### config.mk
export PLATFORM = sky130hd
export DESIGN_NAME = reg_file_sb
export DESIGN_NICKNAME = d
export VERILOG_FILES = /design/src/rtl/reg_file_sb.sv
export SDC_FILE = /design/constraint.sdc
export NUM_CORES = 2
export LEC_CHECK = 0
export CORE_ASPECT_RATIO = 0.8
export CORE_MARGIN = 5
export CORE_UTILIZATION = 30
export DETAILED_ROUTE_END_ITERATION = 8
export PLACE_DENSITY = 0.46
export SLEW_MARGIN = 10
export SYNTH_ARGS = -nofsm -noshare
export SYNTH_HDL_FRONTEND = slang
export SYNTH_SLANG_ARGS = --single-unit
### constraint.sdc
create_clock -name clk -period 4.2 [get_ports clk]
set_clock_uncertainty 0.1 [all_clocks]
set_input_delay 1.26 -clock clk [delete_from_list [all_inputs] [get_ports clk]]
set_output_delay 1.26 -clock clk [all_outputs]
set_load 0.03 [all_outputs]
### src/rtl/reg_file_sb.sv
// reg_file_sb: integer register file with post-reset clear sweep and pending-write scoreboard.
// Latency: reads are combinational (zero-latency); writes and scoreboard updates land at posedge.
// Backpressure: none; busy=1 during the clear sweep, when writes/sets are ignored and reads return 0.
//
// Ports:
//   clk, rst          clock and synchronous active-high reset
//   busy              1 while the clear sweep runs (file unusable)
//   rd_addr/rd_data   NRD read ports, port k at [k*AW +: AW] / [k*XLEN +: XLEN]
//   rd_pend           bit k = register addressed by read port k has a write in flight
//   we/wa/wd          writeback write port; writes to x0 are discarded and clear pend[wa]
//   sb_set/sb_addr    decode issue: mark sb_addr pending (wins over a same-cycle write clear)
//
// Optional feature: define REG_FILE_BYPASS_EN for same-cycle write-to-read forwarding.
module reg_file_sb #(
  parameter int XLEN  = 32,
  parameter int NREGS = 32,
  parameter int AW    = 5,
  parameter int NRD   = 2
) (
  input  logic                clk,
  input  logic                rst,
  output logic                busy,
  input  logic [NRD*AW-1:0]   rd_addr,
  output logic [NRD*XLEN-1:0] rd_data,
  output logic [NRD-1:0]      rd_pend,
  input  logic                we,
  input  logic [AW-1:0]       wa,
  input  logic [XLEN-1:0]     wd,
  input  logic                sb_set,
  input  logic [AW-1:0]       sb_addr
);

  typedef enum logic [0:0] {
    CLEAR = 1'b0,
    READY = 1'b1
  } state_t;

  state_t            state_q, state_d;
  logic [AW-1:0]     ptr_q, ptr_d;
  logic [NREGS-1:0]  pend_q, pend_d;
  logic [XLEN-1:0]   rf_q [NREGS];
  logic [XLEN-1:0]   rf_d [NREGS];

  // Next-state for FSM, sweep pointer, register array and scoreboard.
  always_comb begin
    state_d = state_q;
    ptr_d   = ptr_q;
    rf_d    = rf_q;
    pend_d  = pend_q;
    case (state_q)
      CLEAR: begin
        rf_d[ptr_q] = '0;
        ptr_d       = ptr_q + AW'(1);
        if (ptr_q == AW'(NREGS - 1)) begin
          state_d = READY;
        end
      end
      READY: begin
        if (we && (wa != '0)) begin
          rf_d[wa]   = wd;
          pend_d[wa] = 1'b0;
        end
        // Applied after the write clear so a new producer issued in the
        // same cycle keeps the register pending.
        if (sb_set && (sb_addr != '0)) begin
          pend_d[sb_addr] = 1'b1;
        end
      end
      default: begin
        state_d = CLEAR;
      end
    endcase
    rf_d[0]   = '0;
    pend_d[0] = 1'b0;
  end

  always_ff @(posedge clk) begin
    if (rst) begin
      state_q <= CLEAR;
      ptr_q   <= AW'(1);
      pend_q  <= '0;
    end else begin
      state_q <= state_d;
      ptr_q   <= ptr_d;
      pend_q  <= pend_d;
    end
  end

  // Array contents are not reset; the sweep clears them once rst drops.
  always_ff @(posedge clk) begin
    if (!rst) begin
      rf_q <= rf_d;
    end
  end

  assign busy = (state_q == CLEAR);

  // Combinational read ports; everything reads as zero while the sweep runs.
  always_comb begin
    rd_data = '0;
    rd_pend = '0;
    for (int k = 0; k < NRD; k++) begin
      if (state_q == READY) begin
        if (rd_addr[k*AW +: AW] != '0) begin
          rd_data[k*XLEN +: XLEN] = rf_q[rd_addr[k*AW +: AW]];
          rd_pend[k]              = pend_q[rd_addr[k*AW +: AW]];
`ifdef REG_FILE_BYPASS_EN
          if (we && (wa != '0) && (rd_addr[k*AW +: AW] == wa)) begin
            rd_data[k*XLEN +: XLEN] = wd;
            rd_pend[k]              = sb_set && (sb_addr == wa);
          end
`endif
        end
      end
    end
  end

endmodule

Word level (Yosys, flattened, before mapping)
Index checks and enable logic that the tools add are counted.

operators by class
  $add $sub $neg = 1
  magnitude comparators = 12
  eq/ne operators = 2
  multiplexer cells = 34
  bitwise gates (word level) = 11
  reduce and logical (&&, ||, !) cells = 11

operator list
  cell                                                        number
  one-hot mux 992 bit (2 select lines)                        1
  bitwise mux 1024 bit                                        1
  bitwise AND 992 bit                                         1
  two-way mux 992 bit                                         1
  inverter 992 bit                                            1
  two-way mux 32 bit                                          13
  binary-select mux 32 bit (select 5 bit)                     2
  demux 32 bit (select 5 bit)                                 2
  bitwise AND 32 bit                                          1
  inverter 32 bit                                             1
  bitwise OR 32 bit                                           1
  >= comparator 6 bit, second input constant                  4
  less-than comparator 5 x 6 -> 1 bit, second input constant  4
  inverter 5 -> 6 bit                                         4
  nonzero test 5 bit                                          4
  less-than comparator 6 x 1 -> 1 bit, second input constant  2
  binary-select mux 1 bit (select 5 bit)                      2
  demux 1 bit (select 5 bit)                                  2
  >= comparator 5 x 1 -> 1 bit, second input constant         2
  two-way mux 1 bit                                           10
  logical AND 1 bit                                           6
  adder 5 x 1 -> 5 bit, second input constant                 1
  == test 5 bit, second input constant                        1
  inequality test 2 x 1 -> 1 bit, second input constant       1
  2 further kinds                                             3

word-level totals
  bits in registers = 1030
  input bits = 56

Longest topological paths before layout
  depth after elaboration = 10
  gate-level depth with buffers = 10
  depth with buffers taken out = 6

Worst setup path before layout
Ideal clock, no wire load.

  path kind = input to output
  start = input port rd_addr[5]
  end = output port rd_data[61]
  data arrival time = 3323 ps
  slack = -483 ps
  stages on the path = 9
  path through = buf_4 -> buf_6 -> buf_6 -> buf_6 -> nor2b_1 -> clkbuf_1 -> a221o_1 -> a21oi_1 -> a211oi_1

on the way
  longest elaborated chain between the ends = 6

ends and longest elaborated chain
  item                                                    RTL line  text
  start: declaration                                      23        input logic [NRD*AW-1:0] rd_addr,
  inverter 5 -> 6 bit (not written as such)               105       rd_data[k*XLEN +: XLEN] = rf_q[rd_addr[k*AW +: AW]];
  binary-select mux 32 bit (select 5 bit)                 105
  two-way mux 32 bit (not written as such) (2 in series)  105
  two-way mux 32 bit *                                    104       if (rd_addr[k*AW +: AW] != '0) begin
  two-way mux 32 bit *                                    103       if (state_q == READY) begin
  end: declaration                                        24        output logic [NRD*XLEN-1:0] rd_data,

Mark *: on every way between the ends. The rest lies on a longest branch, timed or not. The select of a mux whose other input is x is not followed.

Final worst setup path
  start = input port rd_addr[5]
  end = output port rd_data[53]

Same word-level chain as after synthesis.

==> impl_metrics.json <==
{
  "worst_skew_pair.late_latency_ns": 0.77,
  "drv_cap": 0,
  "clock_tree.root_cell": "sky130_fd_sc_hd__clkbuf_16",
  "ctsHtreeMaxLevel": 3,
  "dieArea_um2": 203000,
  "synth_cell_types": 51,
  "detail-route-antenna-nets": 0,
  "hold_path.startpoint": "pend_q[14]",
  "asyncSetResetFlopFracSynth": 0,
  "finalSetupViolCount": 66,
  "yosys_warnings": 0,
  "maxClockFrequency_ghz": 0.216,
  "yosysSeqAreaShare": 0.524,
  "finalMaxSlewViolations": 0,
  "final_common_cell": "sky130_fd_sc_hd__nand2_1",
  "timing.final.crit_share": 1.10,
  "dr.pass1.iters": 6,
  "postLayoutCoreUtil": 0.388,
  "fraction_of_layout_instances_using_a_drive_strength_above_1": 0.318,
  "dieHeight_um": 404,
  "routedWlPerCell_um": 35.5,
  "synth.net_count": 5032,
  "ys_dominant_reg_cell": "sky130_fd_sc_hd__edfxtp_1",
  "max_rail_drop_vdd_uv": 319,
  "layout_common_cells": "sky130_fd_sc_hd__nand2_1, sky130_fd_sc_hd__o21ai_0, sky130_fd_sc_hd__edfxtp_1, sky130_fd_sc_hd__mux4_2, sky130_fd_sc_hd__buf_4",
  "number_of_drc_violations_after_detailed_routing_iteration_0": 7552,
  "smallest_setup_slack_after_layout_ns": -0.419,
  "slew_headroom": 0.131,
  "timing.critical_path.slowest_stage_cell": "sky130_fd_sc_hd__a211oi_4",
  "cts.sink_count": 1029,
  "startpoint_type": "input pin",
  "layoutNonFillerInstCount": 7961,
  "gp_congestion": 0.919,
  "rows": 144,
  "power.combinational.fraction": 0.163,
  "intPower_w": 0.0200,
  "cp_common_cell": "sky130_fd_sc_hd__buf_16",
  "pwr_density_cell_nw_per_um2": 368,
  "r2r_start": "ptr_q[0]",
  "timing.critical_path.fanout_max": 6,
  "vias": 48853,
  "num-nets-final": 5374,
  "worst_r2r_endpoint": "rf_q[552]",
  "num_io_pins": 123,
  "post_drt_via_cell_ratio": 6.14,
  "numPlacedInstances": 7625,
  "number_of_flops_mapped_to_enable_cells_by_yosys": 992,
  "synthCells": 4971,
  "placed_cell_area_um2": 67300,
  "critPathCaptureType": "output pin",
  "grt_setup_unrepaired": "yes",
  "core_area_um2": 193000,
  "worst_ep_required_time_ns": 2.84,
  "detail_route.wirelength_mm": 282,
  "power_w": 0.0275,
  "hpwl_mm": 175,
  "cts_hold_buf": 0,
  "whs_endpoint": "pend_q[14]",
  "nFillCells": 18504,
  "yosys_register_bits": 1029,
  "seq_power_share": 0.459,
  "tightestPinTransition_ns": 1.30,
  "die_w_um": 503,
  "clkTransAtPathRegs_ns": 0.07,
  "fin_crit_ns": 4.62,
  "slowest_delay_ns": 0.37,
  "worst_hold_depth": 2,
  "maximum_number_of_pins_on_one_net_before_global_route_repair": 72,
  "final-hold-violation-count": 0,
  "placement.io_buffers": 122,
  "timing_worst_setup_path_type": "input pin to output pin",
  "clockPowerShare": 0.378,
  "netlist_area_um2": 58300,
  "critical_path.cell_chain": "buf_16 > buf_16 > buf_16 > nor3b_4 > buf_12 > buf_8 > a221o_1 > a21oi_1 > a211oi_4 > buf_6",
  "run_status": "finished, violations left",
  "sw_frac_of_total": 0.274,
  "stdcell_area_um2": 74800,
  "timing.reg2reg.worst_path_depth": 8,
  "gr-usage-all-layers": 0.268,
  "max-clock-path-buffers": 3,
  "total_switching_power_w": 0.00754,
  "worst_hold_path_type": "flip-flop to flip-flop",
  "worst_ep_arrival_time_ns": 3.26,
  "grt_first_pass_wirelength_mm": 385,
  "synth.avg_cell_area_um2": 11.7,
  "cts_made_buffers": 111,
  "failing_checks": "negative setup slack",
  "total_overflow_reported_by_the_global_router": 0,
  "timing.reg2reg.setup_slack_ns": 1.12,
  "initial_standard_cell_utilization_of_the_core": 0.302,
  "first_global_vias": 46367,
  "number_of_antenna_violations_at_the_first_check_in_global_routing": 9,
  "area.growth.synth_to_final_pct": 28.4,
  "drt_drc_violations_left": 0,
  "leak_pwr_nw": 27.2,
  "cts_tree": "built"
}
## power by group through the flow
| stage | clock network [W] | logic (W) | registers, W |
|---|---|---|---|
| 3_5_place_dp | 0 | 0.00396 | 0.0128 |
| 6_report | 0.0104 | 0.00449 | 0.0126 |
| 5_1_grt | 0.0109 | 0.00468 | 0.0127 |
| 3_3_place_gp | 0 | 0.00391 | 0.0128 |
| 2_1_floorplan | 0 | 0.00226 | 0.0126 |
| 4_1_cts | 0.0105 | 0.00436 | 0.0126 |
## worst max-delay path: cells and delay by family
| family | cells | cell delay (ns) |
|---|---|---|
| simple gates | 1 | 0.34 |
| compound gates | 3 | 0.69 |
| buf+inv | 6 | 0.95 |
## flip-flops by register name, summed over array words and instances, names as in the netlist
| name | cells |
|---|---|
| rf_q | 992 |
| pend_q | 31 |
| ptr_q | 5 |
| state_q | 1 |
## worst max path at each step
stage / startpoint / end / slack [ns] / cells past startpoint
after floorplan: rd_addr[5] / rd_data[62] / -0.06 / 8
after global placement: rd_addr[5] / rd_data[61] / -0.79 / 9
after detailed placement: rd_addr[5] / rd_data[61] / -0.82 / 9
after CTS: rd_addr[5] / rd_data[49] / -0.42 / 8
after global routing: rd_addr[5] / rd_data[45] / -0.44 / 9
final: rd_addr[5] / rd_data[53] / -0.42 / 10
## metal layers
layer | vias to the layer above | wire (um) | track usage
met5 | - | 13 | 0
met4 | 2 | 13800 | 0.114
met3 | 557 | 32500 | 0.0672
met2 | 3391 | 120000 | 0.389
met1 | 25214 | 116000 | 0.380
li1 | 19689 | - | -
## cell usage after synthesis (all sizes together), types with 2 or more instances
cell / instances / area [um^2]
xor2: 2 / 17.5
o22ai: 32 / 200
nor2: 52 / 195
or3: 3 / 18.8
a211oi: 30 / 225
mux2i: 101 / 1010
a21o: 3 / 22.5
nor3b: 5 / 37.5
a21oi: 97 / 485
ha: 5 / 62.6
clkbuf: 398 / 1490
buf: 115 / 611
dfxtp: 37 / 741
edfxtp: 992 / 29800
a31oi: 18 / 113
clkinv: 2 / 7.51
nand4: 2 / 12.5
nor3: 6 / 30.0
inv: 7 / 26.3
a221oi: 2 / 17.5
nand3b: 5 / 37.5
and3: 34 / 213
a221o: 31 / 310
mux2: 67 / 754
mux4: 462 / 10400
a22oi: 93 / 698
o31ai: 7 / 52.6
and2: 4 / 25.0
o211ai: 36 / 270
nand3: 4 / 20.0
a32oi: 33 / 289
nand2: 1184 / 4440
and3b: 3 / 26.3
nand2b: 5 / 31.3
nor2b: 57 / 357
o21ai: 1027 / 5140
## final cells by class
class	instances	area [um^2]	share of cell area
diodes	1	2.50	0.0000335
inverters	9	36.3	0.000485
clock inverters	70	711	0.00950
well taps	2555	3200	0.0427
clock buffers	135	2950	0.0395
flip-flops and latches	1029	30500	0.408
multi-input cells	3420	28200	0.377
repair buffers	742	9150	0.122
## kinds of logic (layout without fill, tap and decap cells)
logic type | after synthesis | in the layout | synth area share
flops | 1029 | 1029 | 0.524
simple gates | 1370 | 1370 | 0.0943
xor+xnor | 3 | 3 | 0.000451
mux | 630 | 630 | 0.209
other cells | 0 | 1 | 0
compound gates | 1412 | 1412 | 0.135
fa+ha+maj | 5 | 5 | 0.00107
buf+inv | 522 | 956 | 0.0367
## through the flow
stage | hold WS [ns] | worst slack [ns] | TNS [ns]
3_5_place_dp | 0.379 | -0.817 | -33.13
4_1_cts | 0.388 | -0.417 | -17.53
3_3_place_gp | 0.377 | -0.793 | -34.24
5_1_grt | 0.416 | -0.438 | -18.74
6_report | 0.398 | -0.419 | -17.41
2_1_floorplan | 0.360 | -0.0581 | -1.72
## timing repair
| item | in CTS | in global routing |
|---|---|---|
| setup buffers | 97 | 30 |
| pin swaps | 84 | 46 |
| endpoints found under the setup margin | 66 | 66 |
| resized for setup | 376 | 76 |
| cloned | 24 | 6 |
No activity file was read; power rests on OpenSTA's default activity.
==> variant (same settings) <==
Reset style: asynchronous (`rst`), changed in one clocked block. Comments in the files are not updated.
--- a/src/rtl/reg_file_sb.sv
+++ b/src/rtl/reg_file_sb.sv
@@ -76,3 +76,3 @@
 
-  always_ff @(posedge clk) begin
+  always_ff @(posedge clk or posedge rst) begin
     if (rst) begin
Behaviour: same outputs for any inputs over 4 cycles, from zero or initial values and one cycle with rst high; that may be too few to reach the edited logic, so the function may still have changed.
==> variant against the unedited design <==
Area after synthesis up 0.64%. Sequential cell count unchanged. Worst hold slack better by 17 ps. Highest routed layer is now met4. Critical path type unchanged. Design area up 1.2%. Worst setup slack better by 62 ps. Power down 10%. Largest power group unchanged. Wire length down 4.6%. The run still ends with negative setup slack left. Synthesized cell count down 5.5%.
==> variant: results (changes against the unedited design) <==
[run_status]
status = finished with violations
violations = negative setup slack

[detailed_routing]
num_vias = 48000  ; -1.8%
drt_iter0_markers = 7188  ; -4.8%
wl_met1_mm = 116  ; -0.71%
wl_mm = 269  ; -4.6%
met3RoutedLength_mm = 28.3  ; -13%
top_layer = met4

[yosys]
ys_types = 56  ; +9.8%
syn-num-nets = 4758  ; -5.4%
synth_commonest_cells = edfxtp_1 (992), nand2_1 (837), o21ai_0 (800)
yosysSeqAreaShare = 0.524  ; about the same

[sta]
setup_viol = 66  ; unchanged
whs_ps = 415  ; +16.8 ps
fin_ws_ps = -358  ; +61.7 ps

[power_and_ir_drop]
power.share.clock = 0.395  ; +0.017
p_sw_mw = 6.55  ; -13%

[critical_path]
rrSetupSlack_ps = 1320  ; +200 ps
rr_endpoint = rf_q[489]
critical-path-max-stage-delay_ps = 560  ; +190 ps
slowest_stage = mux4_2
worstPathMaxFanout = 8  ; +2
rr_startpoint = ptr_q[1]

[global_route]
grt_max_degree = 63  ; -13%
antenna_found_initial = 13  ; +4
gr-usage-all-layers = 0.254  ; -0.0145
grt_pass1_wl_mm = 372  ; -3.3%
grt_pass1_vias = 45700  ; -1.4%
grt.met2_usage = 0.374  ; -0.0156

[min_path]
holdPathEnd = ptr_q[0]
whs_path_depth = 1  ; -1

[placed_design]
hpwlAfterDp_mm = 178  ; +1.9%
dpl.cell_count = 7477  ; -1.9%

[cells_and_area]
fin_cells = 7776  ; -2.3%
fin_nets = 5175  ; -3.7%

[cts]
cts_buffers = 110  ; -0.90%

==> variant: cells by family (layout without fill, tap and decap cells) <==
logic type | after synthesis | in the layout | share of synthesized area
AO/OA/AOI/OAI | 1481 | 1481 | 0.161
flip-flops | 1029 | 1029 | 0.524
AND/OR/NAND/NOR | 1018 | 1018 | 0.0713
multiplexers | 631 | 631 | 0.201
buffers and inverters | 530 | 1036 | 0.0418
adder cells (fa/ha/maj) | 5 | 5 | 0.00107
XOR/XNOR | 3 | 3 | 0.000448
other | 0 | 1 | 0
==> variant: layout make-up <==
type                       count  area share
sequential                  1029       0.406
multi-input combinational   3138       0.374
timing repair buffer         828       0.133
clock inverter                61     0.00588
tap                         2572      0.0425
clock buffer                 140      0.0387
antenna                        1   0.0000330
inverter                       7    0.000347
==> variant: repair_timing <==
action,in CTS,in global routing
endpoints found under the setup margin,66,66
setup buffers,86,29
hold buffers,0,0
resized for setup,487,83
gates cloned,19,3
pin swaps,138,77
